**src/rtl/count_ext_pkg.sv**
```systemverilog
// Shared types and constants for the count extender slice.
// Latency: none (declarations only).
// Backpressure: none.
package count_ext_pkg;

  // Width of the upstream counter's nibble that we extend.
  localparam int CNT_W = 4;

  // Highest nibble value; a step across this boundary is a wrap.
  localparam logic [CNT_W-1:0] NIB_MAX = '1;

  // Tracker state: waiting for a first sample, following the count, or lost.
  typedef enum logic [1:0] {
    UNSYNC = 2'd0,
    TRACK  = 2'd1,
    FAULT  = 2'd2
  } state_t;

  // Per-cycle movement of the upstream count, modulo 16.
  typedef enum logic [1:0] {
    HOLD = 2'd0,
    UP   = 2'd1,
    DN   = 2'd2,
    JUMP = 2'd3
  } delta_t;

  // Map a raw modulo-16 difference onto a movement class.
  function automatic delta_t classify_diff(input logic [CNT_W-1:0] diff);
    delta_t d;
    unique case (diff)
      4'd0:    d = HOLD;
      4'd1:    d = UP;
      4'd15:   d = DN;
      default: d = JUMP;
    endcase
    return d;
  endfunction

endpackage

```
**src/rtl/count_delta_classify.sv**
```systemverilog
// Classifies cnt_in - prev (mod 16) as HOLD, UP, DN or JUMP.
// Latency: purely combinational, zero cycles.
// Backpressure: none; output follows inputs every cycle.
module count_delta_classify
  import count_ext_pkg::*;
(
  input  logic [CNT_W-1:0] prev,
  input  logic [CNT_W-1:0] cnt_in,
  output logic [1:0]       delta
);

  logic [CNT_W-1:0] diff;

  // Modulo-16 subtraction wraps naturally in a 4-bit result.
  always_comb begin
    diff  = cnt_in - prev;
    delta = classify_diff(diff);
  end

endmodule

```
**src/rtl/count_extender.sv**
```systemverilog
// Extends a 4-bit up/down/load count with an EXT_W-bit wrap counter.
// Latency: pos and pulses are registered, one cycle after cnt_in.
// Backpressure: none; a new cnt_in sample is consumed every cycle.
module count_extender
  import count_ext_pkg::*;
#(
  parameter int EXT_W = 8
) (
  input  logic               clk,
  input  logic               reset,
  input  logic [CNT_W-1:0]   cnt_in,
  input  logic               load_in,
  output logic [EXT_W+3:0]   pos,
  output logic               wrap_up,
  output logic               wrap_dn,
  output logic               ext_ovf,
  output logic               synced,
  output logic               fault
);

  localparam logic [EXT_W-1:0] EXT_MAX  = '1;
  localparam logic [EXT_W-1:0] EXT_ZERO = '0;
  localparam logic [EXT_W-1:0] EXT_ONE  = {{(EXT_W-1){1'b0}}, 1'b1};

  state_t           state_q, state_n;
  logic [CNT_W-1:0] prev_q, prev_n;
  logic [EXT_W-1:0] ext_q, ext_n;
  logic             load_d;
  logic             fault_q, fault_n;
  logic             wrap_up_q, wrap_up_n;
  logic             wrap_dn_q, wrap_dn_n;
  logic             ext_ovf_q, ext_ovf_n;

  logic [1:0]       delta_code;
  delta_t           delta;

  count_delta_classify u_classify (
    .prev   (prev_q),
    .cnt_in (cnt_in),
    .delta  (delta_code)
  );

  assign delta = delta_t'(delta_code);

  // Next-state, extension arithmetic and pulse generation.
  always_comb begin
    state_n   = state_q;
    prev_n    = prev_q;
    ext_n     = ext_q;
    fault_n   = fault_q;
    wrap_up_n = 1'b0;
    wrap_dn_n = 1'b0;
    ext_ovf_n = 1'b0;

    if (load_d) begin
      // A load realigns everything, even if the loaded value looks like a
      // single step from prev, so it is checked before any classification.
      prev_n  = cnt_in;
      ext_n   = EXT_ZERO;
      fault_n = 1'b0;
      state_n = TRACK;
    end else begin
      unique case (state_q)
        UNSYNC: begin
          prev_n  = cnt_in;
          ext_n   = EXT_ZERO;
          state_n = TRACK;
        end
        TRACK: begin
          prev_n = cnt_in;
          unique case (delta)
            UP: begin
              if (prev_q == NIB_MAX) begin
                ext_n     = ext_q + EXT_ONE;
                wrap_up_n = 1'b1;
                ext_ovf_n = (ext_q == EXT_MAX);
              end
            end
            DN: begin
              if (prev_q == '0) begin
                ext_n     = ext_q - EXT_ONE;
                wrap_dn_n = 1'b1;
                ext_ovf_n = (ext_q == EXT_ZERO);
              end
            end
            JUMP: begin
              // Unexplained movement: ext can no longer be trusted, freeze it.
              fault_n = 1'b1;
              state_n = FAULT;
            end
            default: begin
            end
          endcase
        end
        FAULT: begin
          // Keep prev live so a later load sees a consistent nibble.
          prev_n = cnt_in;
        end
        default: begin
          state_n = UNSYNC;
        end
      endcase
    end
  end

  // State and datapath registers; reset overrides any concurrent load.
  always_ff @(posedge clk) begin
    if (reset) begin
      state_q   <= UNSYNC;
      prev_q    <= '0;
      ext_q     <= '0;
      load_d    <= 1'b0;
      fault_q   <= 1'b0;
      wrap_up_q <= 1'b0;
      wrap_dn_q <= 1'b0;
      ext_ovf_q <= 1'b0;
    end else begin
      state_q   <= state_n;
      prev_q    <= prev_n;
      ext_q     <= ext_n;
      load_d    <= load_in;
      fault_q   <= fault_n;
      wrap_up_q <= wrap_up_n;
      wrap_dn_q <= wrap_dn_n;
      ext_ovf_q <= ext_ovf_n;
    end
  end

  assign pos     = {ext_q, prev_q};
  assign wrap_up = wrap_up_q;
  assign wrap_dn = wrap_dn_q;
  assign ext_ovf = ext_ovf_q;
  assign synced  = (state_q == TRACK);
  assign fault   = fault_q;

endmodule

```
**config.mk**
```make
export PLATFORM = sky130hd
export DESIGN_NAME = count_extender
export DESIGN_NICKNAME = d
export VERILOG_FILES = /design/src/rtl/count_ext_pkg.sv /design/src/rtl/count_delta_classify.sv /design/src/rtl/count_extender.sv
export SDC_FILE = /design/constraint.sdc
export NUM_CORES = 1
export LEC_CHECK = 0
export BUFFER_PORTS_ARGS = -buffer_cell sky130_fd_sc_hd__buf_2
export CAP_MARGIN = 40
export CORE_MARGIN = 2
export CORE_UTILIZATION = 35
export DETAILED_ROUTE_END_ITERATION = 16
export PLACE_DENSITY_LB_ADDON = 0.05
export SYNTH_ARGS = -nofsm -noshare
export SYNTH_HDL_FRONTEND = slang
export SYNTH_SLANG_ARGS = --single-unit
```
**constraint.sdc**
```tcl
create_clock -name clk -period 12.8 [get_ports clk]
set_clock_uncertainty 0.1 [all_clocks]
set_input_delay 2.56 -clock clk [delete_from_list [all_inputs] [get_ports clk]]
set_output_delay 2.56 -clock clk [all_outputs]
set_load 0.01 [all_outputs]
```
==> Implementation_results.wiki <==
{| class="wikitable"
! Metric !! Value
|-
| Number of clock sinks || 19
|-
| H-Tree Depth || 1
|-
| NetSw || around 47 uW
|-
| Result of the run || complete, no violations
|-
| Share of power burned in combinational logic || 26.6%
|-
| Placer Congestion || 0.844
|-
| Ports placed on the boundary || 24
|-
| RSZ-0062 raised after global routing || no
|-
| Non-Filler Cell Area, Final || roughly 0.0014 mm^2
|-
| Number of buffers added for setup after CTS || 0
|-
| Multiplexer share of the synthesized area || 0%
|-
| Synthesized-area fraction occupied by xor and xnor cells || 4.20%
|-
| Critical Path Start || cnt_in[1]
|-
| Count of inserted antenna diode cells || 0
|-
| Vias in the first global route || about 1.2k
|-
| Post-synthesis to final-layout area growth || 15.2%
|-
| Post-CTS clock slew at the launch and capture registers of the worst setup and hold paths || about 120 ps
|-
| Commonest non-fill, non-tap cell in the layout || sky130_fd_sc_hd__buf_2
|-
| Count of endpoints failing hold in the final timing report || 0
|-
| Routed len/inst || 13.7 um
|-
| Grt total ovfl || 0
|-
| Number of nets in the finished design || 198
|-
| Synth Area in Simple Gates || about 26%
|-
| Maximum vdd ir drop || between 0.00005 and 0.00006 V
|-
| Endpoint of the most critical setup path || ext_q[7]$_SDFFE_PP0P_
|-
| Number of nets with antenna violations after routing || 0
|-
| Gate count after technology mapping || 152
|-
| Seq cells post-synth || 19
|-
| Clock buffer count from CTS || 3
|-
| Storage cell area || 380 um^2
|-
| Power density over the cells || 93.4 mW/mm^2
|-
| Post-DP Area || 0.00141 mm^2
|-
| Setup WS pre-CTS || about 6300 ps
|-
| Vert. Die Dim || 63.8 um
|-
| Reg2Reg Depth || 14
|-
| Finished Layout Cells || 222
|-
| Max Clk Rate || ~160 MHz
|-
| Share of final-layout standard cells stronger than drive strength 1 || 18.8%
|-
| First-pass GRT wire length || between 5 and 6 mm
|-
| Leading cell types in the layout, fill and taps excluded || sky130_fd_sc_hd__buf_2, sky130_fd_sc_hd__dfxtp_1, sky130_fd_sc_hd__nand2_1
|-
| CP Data Arrival Time || 6310 ps
|-
| Distinct cell type count of the synthesized netlist || 41
|-
| Max-Slew Margin vs Limit || between 50 and 60%
|-
| Worst Setup End Kind || flip-flop
|-
| Pre-Repair DR Iteration Count || 4
|-
| Worst Hold Launch || fault$_SDFFE_PP0P_
|-
| GRT Overall Usage || about 16%
|-
| Max Buffers Root-to-Sink || 2
|-
| Data required time of the critical path || 12920 ps
|-
| Final hold slack || 351 ps
|-
| Cells resized by post-CTS repair || 0
|-
| Slack of the worst reg-to-reg path || 8450 ps
|-
| Net count of the mapped netlist || about 170
|-
| Average cell area after synthesis || 8.22 um^2
|-
| Routed WL || 3.04 mm
|-
| Crit-path max FO || 12
|-
| Clock group share of total power || 23.6%
|-
| Crit Reg-Reg Startpoint || prev_q[1]$_SDFFE_PP0P_
|-
| HPWL reported at the end of detailed placement || 2.45 mm
|-
| Total area of multi-input combinational cells || 812 um^2
|-
| Number of I/O port buffers || 23
|-
| Overall power of the completed layout || 135 uW
|-
| Hold WC Path Type || flip-flop to flip-flop
|-
| Count of vias placed by the detailed router || 1191
|-
| R2r endpoint || ext_q[7]$_SDFFE_PP0P_
|-
| Core Area || approximately 0.0034 mm^2
|-
| Share of the core filled with cells || 42.5%
|-
| Leakage power || 0.603 nW
|-
| P_int || 87.9 uW
|-
| Sw Ratio || 34.7%
|-
| Worst path setup slack after routing || ~6600 ps
|-
| Largest net degree at the start of global routing || 13
|-
| Sequential Power Share || 49.8%
|-
| Total DRC errors in the routed layout || 0
|-
| Initial drt markers || 65
|-
| Num rows || 21
|-
| Starting density of the core || between 30% and 40%
|-
| Vias/cell || 5.36
|-
| Min Tclk post-route || 6190 ps
|-
| Crit share post-route || 48.3%
|-
| Antenna violations before repair || 0
|-
| Horiz. Die Dim || between 60 and 70 um
|-
| Die ar. || 0.00407 mm^2
|-
| Setup TNS Final || 0 ps
|-
| Nature of the critical path startpoint || input pin
|-
| Area fraction in compound gates after synthesis || a little under 20%
|-
| Worst-Margin Slew || 634 ps
|-
| Post-cts hold buffer count || 0
|-
| Clock insertion delay at the later pin of the skew report || 310 ps
|-
| Max-Cap Viols || 0
|-
| CTS tree || done
|-
| Sequential element share of the synthesized area || 30.4%
|-
| Synth Cell Area || roughly 0.0012 mm^2
|-
| Cell Count Post-Placement || 218
|-
| Largest family of logic cells by synthesized area || simple AND/OR/NAND/NOR gates
|-
| Root Driver || sky130_fd_sc_hd__clkbuf_4
|-
| Share of synthesized cell area in full adder, half adder and majority cells || ~15%
|-
| Setup-violating endpoint count in the final report || 0
|-
| Yosys warning total || 0
|-
| Setup Crit Path Kind || input pin to flip-flop
|-
| Max-slew violation count || 0
|-
| Number of filler cells placed in the layout || 349
|}
==> critical path, stage by stage <==
cell	delay, ps
sky130_fd_sc_hd__buf_2	120
sky130_fd_sc_hd__ha_1	280
sky130_fd_sc_hd__nor2b_1	130
sky130_fd_sc_hd__o21ai_0	190
sky130_fd_sc_hd__a21oi_1	120
sky130_fd_sc_hd__or2_2	340
sky130_fd_sc_hd__or4_1	530
sky130_fd_sc_hd__ha_1	400
sky130_fd_sc_hd__ha_1	430
sky130_fd_sc_hd__o211ai_1	130
sky130_fd_sc_hd__o21a_1	210
sky130_fd_sc_hd__a221o_1	370
sky130_fd_sc_hd__a2111o_1	410
sky130_fd_sc_hd__o311ai_1	90
==> power groups by stage <==
stage | logic, mW | registers [mW] | clock network, mW
2_1_floorplan | 0.0256 | 0.0672 | 0
3_3_place_gp | 0.0349 | 0.0684 | 0
3_5_place_dp | 0.0358 | 0.0684 | 0
4_1_cts | 0.0361 | 0.0670 | 0.0330
5_1_grt | 0.0406 | 0.0676 | 0.0371
6_report | 0.0358 | 0.0671 | 0.0317
==> final cells by class <==
type                            count  share of cell area, %
Clock inverter                      1                  0.521
Timing Repair Buffer               23                   7.99
Inverter                           12                   3.13
Tap cell                           46                   4.00
Clock buffer                        3                   1.56
Multi-Input combinational cell    118                   56.4
Sequential cell                    19                   26.4
==> cell usage after synthesis <==
master	instances	area share, %
sky130_fd_sc_hd__a2111o_1	1	0.90
sky130_fd_sc_hd__o41a_1	1	0.90
sky130_fd_sc_hd__and4_1	1	0.70
sky130_fd_sc_hd__o21ai_0	4	1.6
sky130_fd_sc_hd__o211ai_1	2	1.2
sky130_fd_sc_hd__xnor2_1	4	2.8
sky130_fd_sc_hd__o31a_1	1	0.70
sky130_fd_sc_hd__ha_1	12	12
sky130_fd_sc_hd__a31oi_1	2	1.0
sky130_fd_sc_hd__nand4_1	4	2.0
sky130_fd_sc_hd__xor2_1	2	1.4
sky130_fd_sc_hd__nor2b_1	4	2.0
sky130_fd_sc_hd__nand3_1	8	3.2
sky130_fd_sc_hd__a221o_1	1	0.80
sky130_fd_sc_hd__inv_1	12	3.6
sky130_fd_sc_hd__or2_2	2	1.0
sky130_fd_sc_hd__o2111a_1	1	0.90
sky130_fd_sc_hd__nor4_1	3	1.5
sky130_fd_sc_hd__dfxtp_1	19	30
sky130_fd_sc_hd__a32o_1	1	0.80
sky130_fd_sc_hd__nor3_2	1	0.80
sky130_fd_sc_hd__and4b_1	1	0.80
sky130_fd_sc_hd__fa_1	2	3.2
sky130_fd_sc_hd__a211oi_1	1	0.60
sky130_fd_sc_hd__and3_1	1	0.50
sky130_fd_sc_hd__nand4b_1	2	1.4
sky130_fd_sc_hd__nand3b_1	2	1.2
sky130_fd_sc_hd__nor3_1	3	1.2
sky130_fd_sc_hd__o311ai_0	1	0.70
sky130_fd_sc_hd__clkbuf_1	2	0.60
sky130_fd_sc_hd__o21a_1	1	0.60
sky130_fd_sc_hd__a21oi_1	17	6.8
sky130_fd_sc_hd__a21o_2	1	0.70
sky130_fd_sc_hd__or3_1	1	0.50
sky130_fd_sc_hd__nor2_1	8	2.4
sky130_fd_sc_hd__a31o_2	1	0.70
sky130_fd_sc_hd__o311ai_1	1	0.70
sky130_fd_sc_hd__buf_2	1	0.40
sky130_fd_sc_hd__or3b_2	1	0.70
sky130_fd_sc_hd__nand2_1	18	5.4
sky130_fd_sc_hd__or4_1	1	0.60
==> cells by family (layout without fill, tap and decap cells) <==
| family | Yosys count | in the layout |
|---|---|---|
| buffers and inverters | 15 | 39 |
| and+or+nand+nor | 61 | 61 |
| DFF | 19 | 19 |
| adders and majority gates | 14 | 14 |
| AOI/OAI and AO/OA | 37 | 37 |
| xor gates and xnor gates | 6 | 6 |
==> flip-flops by register name, summed over array words and instances (netlist names) <==
signal / cells
ext_q: 8
wrap_up: 1
fault: 1
wrap_dn: 1
load_d: 1
prev_q: 4
ext_ovf: 1
state_q: 2
==> metal layers <==
layer  global-route usage [%]  wire [um]  vias to the layer above
met5                        0          0                        -
met4                     4.89         44                        0
met3                     2.64        118                        6
met2                     29.9       1520                       23
met1                     19.5       1350                      553
li1                         -          -                      609
==> worst min path at each step <==
stage | slack (ps) | depth (start not counted) | endpoint
2_1_floorplan | 370 | 2 | fault$_SDFFE_PP0P_
3_3_place_gp | 330 | 2 | fault$_SDFFE_PP0P_
3_5_place_dp | 340 | 2 | fault$_SDFFE_PP0P_
4_1_cts | 360 | 2 | fault$_SDFFE_PP0P_
5_1_grt | 400 | 2 | fault$_SDFFE_PP0P_
6_report | 350 | 2 | fault$_SDFFE_PP0P_
(Power assumes the default switching activity.)
